**config.mk**
```make
export PLATFORM = sky130hd
export DESIGN_NAME = mac_skew_feeder
export DESIGN_NICKNAME = d
export VERILOG_FILES = /design/src/rtl/mac_skew_feeder.sv
export SDC_FILE = /design/constraint.sdc
export NUM_CORES = 1
export LEC_CHECK = 0
export CORE_MARGIN = 3
export CORE_UTILIZATION = 50
export CTS_CLUSTER_SIZE = 16
export DETAILED_ROUTE_END_ITERATION = 8
export GPL_ROUTABILITY_DRIVEN = 0
export PLACE_DENSITY = 0.72
export SLEW_MARGIN = 20
export SYNTH_ARGS = -nofsm -noshare
export SYNTH_HDL_FRONTEND = slang
export SYNTH_SLANG_ARGS = --single-unit
```
**constraint.sdc**
```tcl
create_clock -name clock -period 7 [get_ports clock]
set_input_delay 1.05 -clock clock [delete_from_list [all_inputs] [get_ports clock]]
set_output_delay 1.05 -clock clock [all_outputs]
set_load 0.02 [all_outputs]
```
**src/rtl/mac_skew_feeder.sv**
```systemverilog
// Tile sequencer for the NxN systolic MAC array: holds one activation and one weight tile,
// then emits the diagonally skewed activation wavefront and loads one weight column per step.
module mac_skew_feeder #(
  parameter int N  = 4,
  parameter int DW = 8,
  parameter int AW = 2 * $clog2(N)
) (
  input  logic                clock,
  input  logic                reset,
  input  logic                wr_en,
  input  logic                wr_sel,
  input  logic [AW-1:0]       wr_addr,
  input  logic [DW-1:0]       wr_data,
  input  logic                start,
  output logic                busy,
  output logic                done,
  output logic [N*DW-1:0]     act_out,
  output logic [N*N*DW-1:0]   w_out,
  output logic [23:0]         carry_in
);

  localparam int KW = $clog2(2 * N);
  localparam int HW = AW / 2;
  localparam logic [KW-1:0] K_LAST = KW'(2 * N - 1);

  typedef enum logic [1:0] {
    S_IDLE = 2'd0,
    S_RUN  = 2'd1,
    S_DONE = 2'd2
  } state_e;

  state_e               state_q, state_d;
  logic [KW-1:0]        k_q, k_d;
  logic                 busy_q, busy_d;
  logic                 done_q, done_d;
  logic [N*DW-1:0]      act_q, act_d;
  logic [N*N*DW-1:0]    w_q, w_d;
  logic                 step_s;
  logic                 wr_ok_s;
  logic [HW-1:0]        wr_row_s, wr_col_s;
  logic [DW-1:0]        amem_q [N][N];
  logic [DW-1:0]        wmem_q [N][N];

  // Host writes land only while idle and not in the same cycle as a start.
  assign wr_ok_s  = wr_en & (state_q == S_IDLE) & ~start;
  assign wr_row_s = wr_addr[AW-1:HW];
  assign wr_col_s = wr_addr[HW-1:0];

  assign busy     = busy_q;
  assign done     = done_q;
  assign act_out  = act_q;
  assign w_out    = w_q;
  assign carry_in = 24'd0;

  // Next-state and next-step output computation.
  always_comb begin
    state_d = state_q;
    k_d     = k_q;
    busy_d  = busy_q;
    done_d  = 1'b0;
    step_s  = 1'b0;
    act_d   = '0;
    w_d     = w_q;
    case (state_q)
      S_IDLE, S_DONE: begin
        if (start) begin
          state_d = S_RUN;
          k_d     = '0;
          busy_d  = 1'b1;
          step_s  = 1'b1;
        end else begin
          state_d = S_IDLE;
          busy_d  = 1'b0;
        end
      end
      S_RUN: begin
        if (k_q == K_LAST) begin
          state_d = S_DONE;
          busy_d  = 1'b0;
          done_d  = 1'b1;
        end else begin
          k_d    = k_q + KW'(1);
          step_s = 1'b1;
        end
      end
      default: begin
        state_d = S_IDLE;
        k_d     = '0;
        busy_d  = 1'b0;
      end
    endcase
    // Row r sees amem[r][k-r]; column k of the weights is loaded while k < N.
    if (step_s) begin
      for (int r = 0; r < N; r++) begin
        for (int c = 0; c < N; c++) begin
          act_d[r*DW +: DW] = act_d[r*DW +: DW] |
                              ((int'(k_d) == r + c) ? amem_q[r][c] : '0);
          w_d[(r*N+c)*DW +: DW] = (int'(k_d) == c) ? wmem_q[r][c]
                                                   : w_q[(r*N+c)*DW +: DW];
        end
      end
    end else begin
      act_d = '0;
    end
  end

  // State, registered outputs and tile memories.
  always_ff @(posedge clock or negedge reset) begin
    if (!reset) begin
      state_q <= S_IDLE;
      k_q     <= '0;
      busy_q  <= 1'b0;
      done_q  <= 1'b0;
      act_q   <= '0;
      w_q     <= '0;
      for (int r = 0; r < N; r++) begin
        for (int c = 0; c < N; c++) begin
          amem_q[r][c] <= '0;
          wmem_q[r][c] <= '0;
        end
      end
    end else begin
      state_q <= state_d;
      k_q     <= k_d;
      busy_q  <= busy_d;
      done_q  <= done_d;
      act_q   <= act_d;
      w_q     <= w_d;
      if (wr_ok_s) begin
        if (wr_sel) begin
          wmem_q[wr_row_s][wr_col_s] <= wr_data;
        end else begin
          amem_q[wr_row_s][wr_col_s] <= wr_data;
        end
      end
    end
  end

endmodule
```
==> run metrics <==
outcome completed; Die ar. 0.0371 sq mm; top-count cell post-synth dfrtp_1; vias in the first global route 10514; post-route design area around 0.021 sq mm; peak supply drop 260 uV; Post-Syn Area around 0.017 sq mm; fraction of layout cells with a size suffix above 1 0.366; Post-Syn Area per Cell roughly 15 sq um; hold_buf cts 0; Initial DRC Count 485; hpwl dp between 20000 and 30000 um; first drt pass iteration count 4; antenna violations before repair 1; register area share after synthesis 0.608; predominant post-synthesis flop cell dfrtp_1; Final Hold Fails 0; DRC Markers 0; Post-CTS Resized 0; core area 0.0340 sq mm; Final min period between 4 and 5 ns; worst min path class in -> async; startpoint types input port; Critical Path RT around 7.4 ns; largest cells by area after synthesis dfrtp_1 61%, mux2_2 21%, mux2_4 5.2%, buf_4 1.1%, clkbuf_1 0.97%; worst slew pin tran 1.13 ns; largest net degree at the start of global routing between 100 and 150; CTS H-tree lvls 2; Inserted Diodes 0; number of synthesized flops with an enable pin 0; nets 1363; Synth cell types 50; Post-synth top cells 423 x dfrtp_1, 323 x mux2_2, 60 x mux2_4; Crit path arrival time about 4.4 ns; Top Ports 203; Hold WS around 0.40 ns; via count a little over 10000; Leakage a little under 10 nW; maximum clock insertion buffer count 3; initial core utilization 0.513; post-place instance area ~0.019 sq mm; PwrDens approximately 380 mW/mm^2; CTS buffer count 43; GRT overflow 0; die width 193 um; #FFs+latches synth around 420; row count 67; fin crit share 0.575; clk_skew 0.0161 ns; crit-path max FO 32; Max Slew Vio Count 0; CTS tree built; Synth Warn # 0; Num Clock Sinks roughly 420; clock slew at reported path FFs around 0.06 ns; Max Cap Viol 0; Clk Latency, worst-skew pair between 0.5 and 0.6 ns; total global-route track usage 0.219; Detail Route Antenna Nets 0; ys async rst share 1.00; Setup Fix Bufs, Post-CTS 0; Crit. End Element flop; Worst slew margin 0.248; Area Overhead vs Synth 20.0%; WL final between 40000 and 50000 um; Synth top area share 0.608; WS Path Type in -> reg; Fmax about 250 MHz; port bufs between 150 and 200; Total Power 7.90 mW; die height approximately 190 um; clk root buf clkbuf_16; Final Setup Violations 0; Synth area leader dfrtp_1; filler cell count ~2600; RSZ-0062 raised after global routing false; first-pass GRT wire length 62700 um; routed vias/inst about 5.6; Syn Inst Count around 1200; setup TNS 0 ns; WL/cell ~22 um
==> area by class of cell <==
cell class	count	area, sq um	share of cell area
clock buffer	64	1290	0.0616
clock inverter	15	150	0.00719
inverter	4	15.0	0.000719
multi-input combinational	680	6360	0.305
sequential	423	10600	0.507
tap	448	561	0.0268
timing repair buffer	193	1930	0.0923
==> final timing paths <==
kind | start | end | slack, ns | depth (start not counted)
max in group asynchronous | reset | amem_q[3]$_DFFE_PN0P_ | 5.07 | 3
max reg2reg | k_q[0]$_DFF_PN0_ | w_out[102]$_DFFE_PN0P_ | 3.12 | 6
min reg2reg | wmem_q[118]$_DFFE_PN0P_ | w_out[14]$_DFFE_PN0P_ | 0.48 | 1
min | reset | w_out[52]$_DFFE_PN0P_ | 0.40 | 1
min in group clock | wmem_q[118]$_DFFE_PN0P_ | w_out[14]$_DFFE_PN0P_ | 0.48 | 1
max | start | w_out[102]$_DFFE_PN0P_ | 2.97 | 6
==> worst max-delay path: stages <==
cell and delay (ns):
clkdlybuf4s50_1 0.48, nor2b_1 0.19, a21oi_2 0.71, inv_1 0.67, nand3_2 0.89, mux2_2 0.42
==> flip-flops by register name, indices dropped and copies added, names as in the netlist <==
register,count
wmem_q,128
done,1
busy,1
amem_q,128
act_out,32
w_out,128
k_q,3
state_q,2
==> per-layer routing <==
| layer | part of all wire | up-vias | routed length [um] | GRT usage |
|---|---|---|---|---|
| li1 | - | 4535 | - | - |
| met1 | 0.44 | 5360 | 17800 | 0.309 |
| met2 | 0.49 | 276 | 19600 | 0.360 |
| met3 | 0.048 | 57 | 1930 | 0.0356 |
| met4 | 0.019 | 2 | 746 | 0.0532 |
| met5 | 0.00025 | - | 10 | 0 |
==> cell usage in the layout (no fill, tap or decap), types with 11 or more instances in the layout <==
cell	netlist	final
dfrtp_1	423	423
mux2_2	323	323
clkdlybuf4s50_1	0	173
mux2_4	60	60
clkbuf_16	0	44
nand2_1	42	42
a21oi_1	24	24
conb_1	1	24
nor2_1	18	18
o2111ai_1	18	18
nand3_1	17	16
a32oi_1	16	16
o21ai_0	16	16
nor3_1	16	16
nor2_2	17	16
clkbuf_8	0	11
buf_4	26	11
==> where the power goes <==
group          internal, mW  switching, mW  total [mW]
clock                  1.35          0.942        2.29
combinational          1.06           1.40        2.46
sequential             2.87          0.278        3.15
==> cell families (layout without fill, tap and decap cells) <==
group | after synthesis | after routing | share of synthesized area
compound gates | 124 | 124 | 0.0513
fa+ha+maj | 1 | 1 | 0.000718
buf+inv | 104 | 276 | 0.0329
flops | 423 | 423 | 0.608
mux | 384 | 384 | 0.261
other cells | 1 | 24 | 0.000215
simple gates | 147 | 147 | 0.0457
==> metrics by stage <==
step | std cells | setup slack, ns | util
floorplan | 1207 | 4.44 | -
global placement | 1746 | 2.50 | 0.571
detailed placement | 1746 | 2.46 | 0.571
CTS | 1825 | 3.01 | 0.613
global route | 1827 | 2.77 | 0.615
finish | 1827 | 2.97 | 0.615
No activity file was read; power rests on OpenSTA's default activity.
==> patch, RTL diff (config.mk and constraints unchanged) <==
The parameter `DW` goes from 8 to 6.
--- a/src/rtl/mac_skew_feeder.sv
+++ b/src/rtl/mac_skew_feeder.sv
@@ -2,7 +2,7 @@
 // then emits the diagonally skewed activation wavefront and loads one weight column per step.
 module mac_skew_feeder #(
   parameter int N  = 4,
-  parameter int DW = 8,
+  parameter int DW = 6,
   parameter int AW = 2 * $clog2(N)
 ) (
   input  logic                clock,
Interface: changed (resized act_out, w_out and wr_data); port bits go from 203 to 161. No check against the original RTL was run, so the function may have changed too.
==> patch against the original RTL <==
Core utilization is 0.30 points higher; sequential cell count is 104 lower; cell area is 25% lower; routed wire length is 29% lower; sequential power is 19% lower; die area is 25% lower; critical path depth is 1 lower; setup slack better by 0.77 ns; synthesized area is 26% lower; via count is 27% lower; clock power is 20% lower; worst hold slack better by 0.10 ns; total power is 16% lower; critical path type is now reg -> reg.
==> patch: results (changes against the original RTL) <==
** Critical path
- Setup CP Type :: reg -> reg (was in -> reg)
- Destination of the critical timing path :: w_out[12] (was w_out[102])
- CP max-delay cell :: and3_1 (was nand3_2)

** Pwr
- Design internal power :: 4441 µW (was 5285 µW)
- Maximum vdd drop :: 0.0002520 V (was 0.0002598 V)
- Leak Pwr :: 0.007444 µW (was 0.009886 µW)

** Yosys
- The distinct cell type count of the synthesized netlist came to 47 (was 50).
- Top cells by count, synth: dfrtp_1, mux2_2, nand2_1 (was dfrtp_1, mux2_2, mux2_4).
- The sequential area share after synthesis came to 62.00% (was 60.79%).

** Final layout
- The fill cell total of the finished layout was 1896 (was 2586).
- The count of plain and timing-repair buffers in the layout came to 145 (was 193).
- Share of cells above drive strength 1 :: 36.76% (was 36.62%)
- Clock-cell share :: 7.453% (was 6.876%)
- Proportion of final cell area spent on non-clock buffers :: 9.191% (was 9.230%)
- The number of combinational gates with multiple inputs was 495 (was 680).
- Reg area :: 7983 µm² (was 10590 µm²)
- The count of non-CTS inverters in the layout is 3 (was 4).

** Outcome
- Outcome :: completed (unchanged)

** Global routing
- The global-route wire length before repair is 45480 µm (was 62710 µm).
- Maximum number of pins on one net before global-route repair :: 158 (was 139)
- Via count of the first global-routing pass :: 7959 (was 10510)

** Placed design
- Post-Place Setup Slack :: 3.318 ns (was 2.462 ns)

** Timing
- The worst slew margin relative to its limit is 37.55% (was 24.77%).
- The final critical-path share of the clock period is 46.56% (was 57.51%).

** Route
- Average vias per placed instance :: 5.551 (was 5.599)
- The post-detailed-route wirelength per cell was 21.06 µm (was 21.97 µm).

** Clock tree
- The number of CTS-inserted buffers is 35 (was 43).
==> patch: cell types whose count changed after synthesis, moves of 10 or more <==
cell       unedited run  this run
a21oi_1              24        12
a32oi_1              16         1
clkbuf_1             45        23
dfrtp_1             423       319
mux2_2              323       287
mux2_4               60         0
nand2_1              42        31
nand3_1              17         7
nor2_2               17         0
nor3_1               16         0
nor4b_1               1        12
o2111ai_1            18         0
o21ai_0              16         4
==> patch: worst register-to-register path, cell delays in order, from the launching register on <==
cell and delay (ns):
dfrtp_1 0.62, nor2b_1 0.60, and3_1 0.77, nor2_4 0.09, nor2_4 0.62, mux2_2 0.43
==> patch: metrics by stage <==
| step | cell area (µm²) | util, % |
|---|---|---|
| 2_1_floorplan | 12960 | - |
| 3_3_place_gp | 14430 | 57.15 |
| 3_5_place_dp | 14440 | 57.16 |
| 4_1_cts | 15600 | 61.77 |
| 5_1_grt | 15610 | 61.83 |
| 6_report | 15610 | 61.83 |
==> patch: worst min path at each step <==
stage,endpoint,slack [ns],cells after the start
2_1_floorplan,w_out[15],0.46,1
3_3_place_gp,w_out[15],0.48,1
3_5_place_dp,w_out[15],0.48,1
4_1_cts,w_out[79],0.50,1
5_1_grt,wmem_q[80],0.51,1
6_report,w_out[46],0.50,1
==> patch: cell families after synthesis <==
group | after synthesis | synth area share, %
AND/OR/NAND/NOR | 106 | 5.218
XOR/XNOR | 1 | 0.06803
flip-flops | 319 | 62.00
buffers and inverters | 71 | 3.148
AO/OA/AOI/OAI | 68 | 3.712
multiplexers | 295 | 25.73
adder cells (fa/ha/maj) | 1 | 0.09716
other | 1 | 0.02912
==> patch: layer usage <==
metal	track usage (%)	vias up	wire length, µm
met5	0	-	0
met4	4.986	0	493
met3	4.890	37	1794
met2	31.71	218	13290
met1	29.70	3910	12850
li1	-	3329	-
